[src/rtl/io_pkg.sv]
// Shared constants for the KEY/SW memory-mapped input peripheral:
// register addresses, control/status bit positions and counter sizing.
package io_pkg;

    localparam logic [31:0] KDATA_ADDR = 32'hF000_0010;
    localparam logic [31:0] SDATA_ADDR = 32'hF000_0014;
    localparam logic [31:0] KCTRL_ADDR = 32'hF000_0110;
    localparam logic [31:0] SCTRL_ADDR = 32'hF000_0114;

    localparam int RDY_BIT = 0;
    localparam int OVR_BIT = 2;
    localparam int IE_BIT  = 8;

    localparam int DEFAULT_DEBOUNCE = 10000;

    // Counter must be able to hold DEBOUNCE_CYCLES-1 for any legal setting.
    function automatic int cntWidth(input int cycles);
        return $clog2(cycles + 1);
    endfunction

    localparam int CNT_W = cntWidth(DEFAULT_DEBOUNCE);

endpackage

[src/rtl/io_debouncer.sv]
// Two-flop synchroniser followed by a candidate/counter/stable debouncer.
// The change output is a single-cycle strobe on the edge where stable updates.
module io_debouncer
    import io_pkg::*;
#(
    parameter int   WIDTH           = 4,
    parameter int   DEBOUNCE_CYCLES = DEFAULT_DEBOUNCE,
    parameter logic RESET_VAL       = 1'b0
) (
    input  logic             clk,
    input  logic             reset,
    input  logic [WIDTH-1:0] din,
    output logic [WIDTH-1:0] stable,
    output logic             change
);

    localparam int               DB_CNT_W = cntWidth(DEBOUNCE_CYCLES);
    localparam logic [DB_CNT_W-1:0] CNT_LAST = DB_CNT_W'(DEBOUNCE_CYCLES - 1);

    logic [WIDTH-1:0]    syncP0;
    logic [WIDTH-1:0]    syncP1;
    logic [WIDTH-1:0]    cand;
    logic [DB_CNT_W-1:0] cnt;

    // Decoded from registered state so the status logic can react on the same edge.
    assign change = (syncP1 == cand) && (cnt == CNT_LAST) && (stable != cand);

    always_ff @(posedge clk or posedge reset) begin
        if (reset) begin
            syncP0 <= {WIDTH{RESET_VAL}};
            syncP1 <= {WIDTH{RESET_VAL}};
            cand   <= {WIDTH{RESET_VAL}};
            stable <= {WIDTH{RESET_VAL}};
            cnt    <= '0;
        end else begin
            syncP0 <= din;
            syncP1 <= syncP0;
            if (syncP1 != cand) begin
                cand <= syncP1;
                cnt  <= '0;
            end else if (change) begin
                stable <= cand;
            end else if (cnt != CNT_LAST) begin
                cnt <= cnt + DB_CNT_W'(1);
            end
        end
    end

endmodule

[src/rtl/io_key_switch_device.sv]
// KEY/SW input peripheral: address decode, sticky ready/overrun status,
// interrupt enables and the combinational load-data mux.
module io_key_switch_device
    import io_pkg::*;
#(
    parameter int          DBITS           = 32,
    parameter int          KEY_WIDTH       = 4,
    parameter int          SW_WIDTH        = 10,
    parameter int          DEBOUNCE_CYCLES = DEFAULT_DEBOUNCE,
    parameter logic [31:0] ADDR_KDATA      = KDATA_ADDR,
    parameter logic [31:0] ADDR_SDATA      = SDATA_ADDR,
    parameter logic [31:0] ADDR_KCTRL      = KCTRL_ADDR,
    parameter logic [31:0] ADDR_SCTRL      = SCTRL_ADDR
) (
    input  logic                 clk,
    input  logic                 reset,
    input  logic [DBITS-1:0]     addr,
    input  logic [DBITS-1:0]     wrData,
    input  logic                 we,
    input  logic                 re,
    input  logic [KEY_WIDTH-1:0] KEY,
    input  logic [SW_WIDTH-1:0]  SW,
    output logic [DBITS-1:0]     rdData,
    output logic                 hit,
    output logic                 intr
);

    logic [KEY_WIDTH-1:0] keyStable;
    logic [SW_WIDTH-1:0]  swStable;
    logic                 keyChg, swChg;
    logic                 kRdy, kOvr, kIE;
    logic                 sRdy, sOvr, sIE;
    logic                 unusedBits;

    function automatic logic [DBITS-1:0] packCtrl(input logic rdy, input logic ovr, input logic ie);
        logic [DBITS-1:0] v;
        v          = '0;
        v[RDY_BIT] = rdy;
        v[OVR_BIT] = ovr;
        v[IE_BIT]  = ie;
        return v;
    endfunction

    // Buttons are active-low on the board; the debouncer sees 1 = pressed.
    io_debouncer #(
        .WIDTH          (KEY_WIDTH),
        .DEBOUNCE_CYCLES(DEBOUNCE_CYCLES),
        .RESET_VAL      (1'b0)
    ) keyDeb (
        .clk   (clk),
        .reset (reset),
        .din   (~KEY),
        .stable(keyStable),
        .change(keyChg)
    );

    io_debouncer #(
        .WIDTH          (SW_WIDTH),
        .DEBOUNCE_CYCLES(DEBOUNCE_CYCLES),
        .RESET_VAL      (1'b0)
    ) swDeb (
        .clk   (clk),
        .reset (reset),
        .din   (SW),
        .stable(swStable),
        .change(swChg)
    );

    logic selKData, selSData, selKCtrl, selSCtrl;
    assign selKData = (addr == DBITS'(ADDR_KDATA));
    assign selSData = (addr == DBITS'(ADDR_SDATA));
    assign selKCtrl = (addr == DBITS'(ADDR_KCTRL));
    assign selSCtrl = (addr == DBITS'(ADDR_SCTRL));
    assign hit      = selKData | selSData | selKCtrl | selSCtrl;

    logic kClr, sClr, kStore, sStore;
    assign kClr   = re & selKData;
    assign sClr   = re & selSData;
    assign kStore = we & selKCtrl;
    assign sStore = we & selSCtrl;

    // A new event on the same edge as a clearing read wins: RDY stays set, OVR untouched.
    always_ff @(posedge clk or posedge reset) begin
        if (reset) begin
            kRdy <= 1'b0;
            kOvr <= 1'b0;
            kIE  <= 1'b0;
            sRdy <= 1'b0;
            sOvr <= 1'b0;
            sIE  <= 1'b0;
        end else begin
            if (keyChg)    kRdy <= 1'b1;
            else if (kClr) kRdy <= 1'b0;
            if (keyChg && kRdy && !kClr)       kOvr <= 1'b1;
            else if (kStore && !wrData[OVR_BIT]) kOvr <= 1'b0;
            if (kStore) kIE <= wrData[IE_BIT];

            if (swChg)     sRdy <= 1'b1;
            else if (sClr) sRdy <= 1'b0;
            if (swChg && sRdy && !sClr)        sOvr <= 1'b1;
            else if (sStore && !wrData[OVR_BIT]) sOvr <= 1'b0;
            if (sStore) sIE <= wrData[IE_BIT];
        end
    end

    assign intr = (kRdy & kIE) | (sRdy & sIE);

    always_comb begin
        rdData = '0;
        if (selKData)      rdData = {{(DBITS-KEY_WIDTH){1'b0}}, keyStable};
        else if (selSData) rdData = {{(DBITS-SW_WIDTH){1'b0}}, swStable};
        else if (selKCtrl) rdData = packCtrl(kRdy, kOvr, kIE);
        else if (selSCtrl) rdData = packCtrl(sRdy, sOvr, sIE);
    end

    assign unusedBits = &{1'b0, wrData[DBITS-1:IE_BIT+1], wrData[IE_BIT-1:OVR_BIT+1], wrData[OVR_BIT-1:0]};

endmodule

[config.mk]
export PLATFORM = sky130hd
export DESIGN_NAME = io_key_switch_device
export DESIGN_NICKNAME = d
export VERILOG_FILES = /design/src/rtl/io_pkg.sv /design/src/rtl/io_debouncer.sv /design/src/rtl/io_key_switch_device.sv
export SDC_FILE = /design/constraint.sdc
export NUM_CORES = 1
export LEC_CHECK = 0
export BUFFER_PORTS_ARGS = -buffer_cell sky130_fd_sc_hd__buf_4
export CAP_MARGIN = 20
export CORE_MARGIN = 5
export CORE_UTILIZATION = 47
export DETAILED_ROUTE_END_ITERATION = 7
export GPL_ROUTABILITY_DRIVEN = 0
export HOLD_SLACK_MARGIN = 0.1
export PLACE_DENSITY = 0.78
export SKIP_LAST_GASP = 1
export SLEW_MARGIN = 20
export SYNTH_ARGS = -nofsm -noshare
export SYNTH_HDL_FRONTEND = slang
export SYNTH_SLANG_ARGS = --single-unit
[constraint.sdc]
create_clock -name clk -period 2.9 [get_ports clk]
set_input_delay 0.435 -clock clk [delete_from_list [all_inputs] [get_ports clk]]
set_output_delay 0.435 -clock clk [all_outputs]
set_load 0.02 [all_outputs]
==> results.yml <==
status:
  status: "complete, no violations"
hold_path:
  hp-class: "input pin to asynchronous set/reset pin"
floorplan:
  initial_core_util: 0.485
  fp.dieW_um: 102
  design.portCount: 116
  die_area_sq_um: 10500
  die_h_um: 102
  core_sq_um: 8260
  num_rows: 33
timing:
  clock.fmax_ghz: 0.411
  post-route-period-util: 0.839
  rsz0062_at_grt: "no"
  finalSetupViolCount: 0
  maxSlewHeadroom: 0.528
  finalHoldViolations: 0
  tightest_slew_ns: 0.708
  finalSetupTns_ns: 0
  drv_slew: 0
  fin_ws_ns: 0.466
  finalClockSkew_ns: 0.0100
  fin_crit_ns: 2.43
critical_path:
  worstPathRequired_ns: 2.47
  end_kind: "output pin"
  worstPathMaxFanout: 4
  startpoint_type: "input pin"
  r2r_cells: 7
  worstSetupPathType: "input pin to output pin"
  crit_arrival_ns: 2.00
global_route:
  overflow: 0
  grt_pass1_vias: 2559
  antenna_found_initial: 0
  grt_pass1_wl_um: 11800
  grt_max_degree: 42
  track_usage: 0.144
yosys:
  synth_cells: 345
  synth_ff_type: "dfrtp_1"
  yosysTopAreaCell: "dfrtp_1"
  syn_area_sq_um: 4010
  syn_area_per_cell_sq_um: 11.6
  synth_area_leaders: "dfrtp_1, xor2_1, xnor2_1"
  ys_ff_latch: 90
  yosys_warnings: 0
  synth_edf_count: 0
  synth_top_area_share: 0.562
  synth_commonest_cells: "dfrtp_1, nor2_1, xor2_1"
  synthDistinctLibCells: 40
  yosysMostFrequentCell: "dfrtp_1"
  synth-async-reset-ratio: 1.00
  synth_seq_area_share: 0.562
drt:
  via_count: 2565
  drtPass1Iterations: 4
  wl_per_cell_um: 13.6
  drc_errors: 0
  drt-total-wl_um: 6980
  initialDrtViolationCount: 130
  ant_nets: 0
  viasPerCell: 4.98
cts:
  clkTransAtPathRegs_ns: 0.09
  cts_buffers: 9
  cts_root_buffer: "clkbuf_8"
  post-cts-setup-buffers: 0
  holdBufCountCts: 0
  clk_latency_ns: 0.36
  numClockSinks: 90
  cts_resized: 0
  cts_tree: "yes"
  clockBufferDepth: 2
  htree_levels: 3
power_and_ir_drop:
  clkPwrFrac: 0.391
  pwr-share-comb: 0.064
  peakVddDrop_uv: 281
  leakage_nw: 2.22
  p_sw_frac: 0.230
  power_w: 0.00240
  internal_power_w: 0.00185
  p_seq_frac: 0.544
  power.density_nw_per_um2: 507
  switchingPower_w: 0.000551
layout:
  fin_nets: 489
  final_cells: 515
  fill_cells: 677
  drive_gt1_frac: 0.259
  utilization: 0.573
  antenna_cells: 0
  area_growth_pct: 18.1
placed_design:
  portBuffers: 63
  post-dp-hpwl_um: 5210
  placed_cells: 499
  pre_cts_ws_ns: 0.447
flow_run:
  drv_cap: 0
layout by cell type, fill, tap and decap left out, types with 2 or more instances in the layout:
cell       count
dfrtp_1       90
buf_4         69
nor2_1        31
xor2_1        29
conb_1        22
xnor2_1       21
nand2_1       19
nor3_1         9
mux2_2         9
clkbuf_8       9
nand3_1        8
nand4_1        8
mux2_1         8
inv_1          8
and3_1         7
and2_1         5
nor4b_1        4
and4_1         4
a21oi_1        4
nor4_1         4
or3_1          3
mux2i_1        3
inv_6          3
nor4_2         2
nand4_2        2
nor3_2         2
a22o_1         2
o41ai_1        2
mux4_2         2
nor2b_1        2
clkinv_2       2
o21ai_0        2
ha_1           2
bufinv_16      2
worst paths after layout:
kind                                                start  slack, ns                          end
worst max-delay path                             addr[19]       0.47                    rdData[5]
worst min-delay path                                reset       0.17    swDeb.syncP0[1]$_DFF_PP0_
worst max register to register  swDeb.cand[5]$_DFFE_PP0N_       0.83  swDeb.stable[0]$_DFFE_PP0P_
worst min register to register  swDeb.syncP0[6]$_DFF_PP0_       0.35    swDeb.syncP1[6]$_DFF_PP0_
max in group asynchronous                           reset       2.05    swDeb.syncP1[7]$_DFF_PP0_
min in group clk                                    SW[9]       0.18    swDeb.syncP0[9]$_DFF_PP0_
critical path, stage by stage:
cell     delay (ns)
buf_4          0.10
or4_1          0.53
nor3_2         0.14
nand4_2        0.13
nor3b_2        0.33
and2_1         0.19
buf_4          0.14
metrics by stage:
step / instance area, sq um / hold slack (ns)
2_1_floorplan: 4090 / 0.331
3_3_place_gp: 4510 / 0.333
3_5_place_dp: 4510 / 0.335
4_1_cts: 4730 / 0.155
5_1_grt: 4730 / 0.152
6_report: 4730 / 0.167
logic make-up after synthesis:
family / count (synthesis) / share of synthesized area
AOI/OAI and AO/OA: 14 / 0.0259
xor gates and xnor gates: 50 / 0.109
adders and majority gates: 2 / 0.00624
buffers and inverters: 51 / 0.0702
DFF: 90 / 0.562
muxes: 22 / 0.0665
other: 1 / 0.000935
and+or+nand+nor: 115 / 0.159
registers in the layout, indices dropped and copies added, names as in the netlist:
name / cells
kOvr: 1
kIE: 1
swDeb.syncP0: 10
swDeb.cand: 10
swDeb.stable: 10
swDeb.syncP1: 10
keyDeb.cnt: 14
kRdy: 1
keyDeb.syncP1: 4
keyDeb.stable: 4
keyDeb.syncP0: 4
sRdy: 1
keyDeb.cand: 4
swDeb.cnt: 14
sIE: 1
sOvr: 1
power by group through the flow:
stage,registers [W],logic (W),clock network (W)
global route,0.00131,0.000172,0.00102
global placement,0.00133,0.000154,0
floorplan,0.00133,0.000113,0
detailed placement,0.00133,0.000157,0
finish,0.00131,0.000155,0.000938
CTS,0.00131,0.000157,0.000966
area by class of cell:
| cell class | instances | area, sq um | area share |
|---|---|---|---|
| repair buffers | 70 | 538 | 0.114 |
| multi-input cells | 225 | 1550 | 0.328 |
| clock inverters | 7 | 98.8 | 0.0209 |
| clock buffers | 9 | 124 | 0.0262 |
| well taps | 105 | 131 | 0.0278 |
| inverters | 9 | 35.0 | 0.00740 |
| flip-flops and latches | 90 | 2250 | 0.476 |
routing by layer:
| metal | wire length [um] | share of wire | GRT usage |
|---|---|---|---|
| met1 | 3080 | 0.44 | 0.191 |
| met2 | 3140 | 0.45 | 0.227 |
| met3 | 656 | 0.094 | 0.0369 |
| met4 | 110 | 0.016 | 0.0605 |
| met5 | 0 | 0 | 0 |
Power figures use the tool's default switching activity.
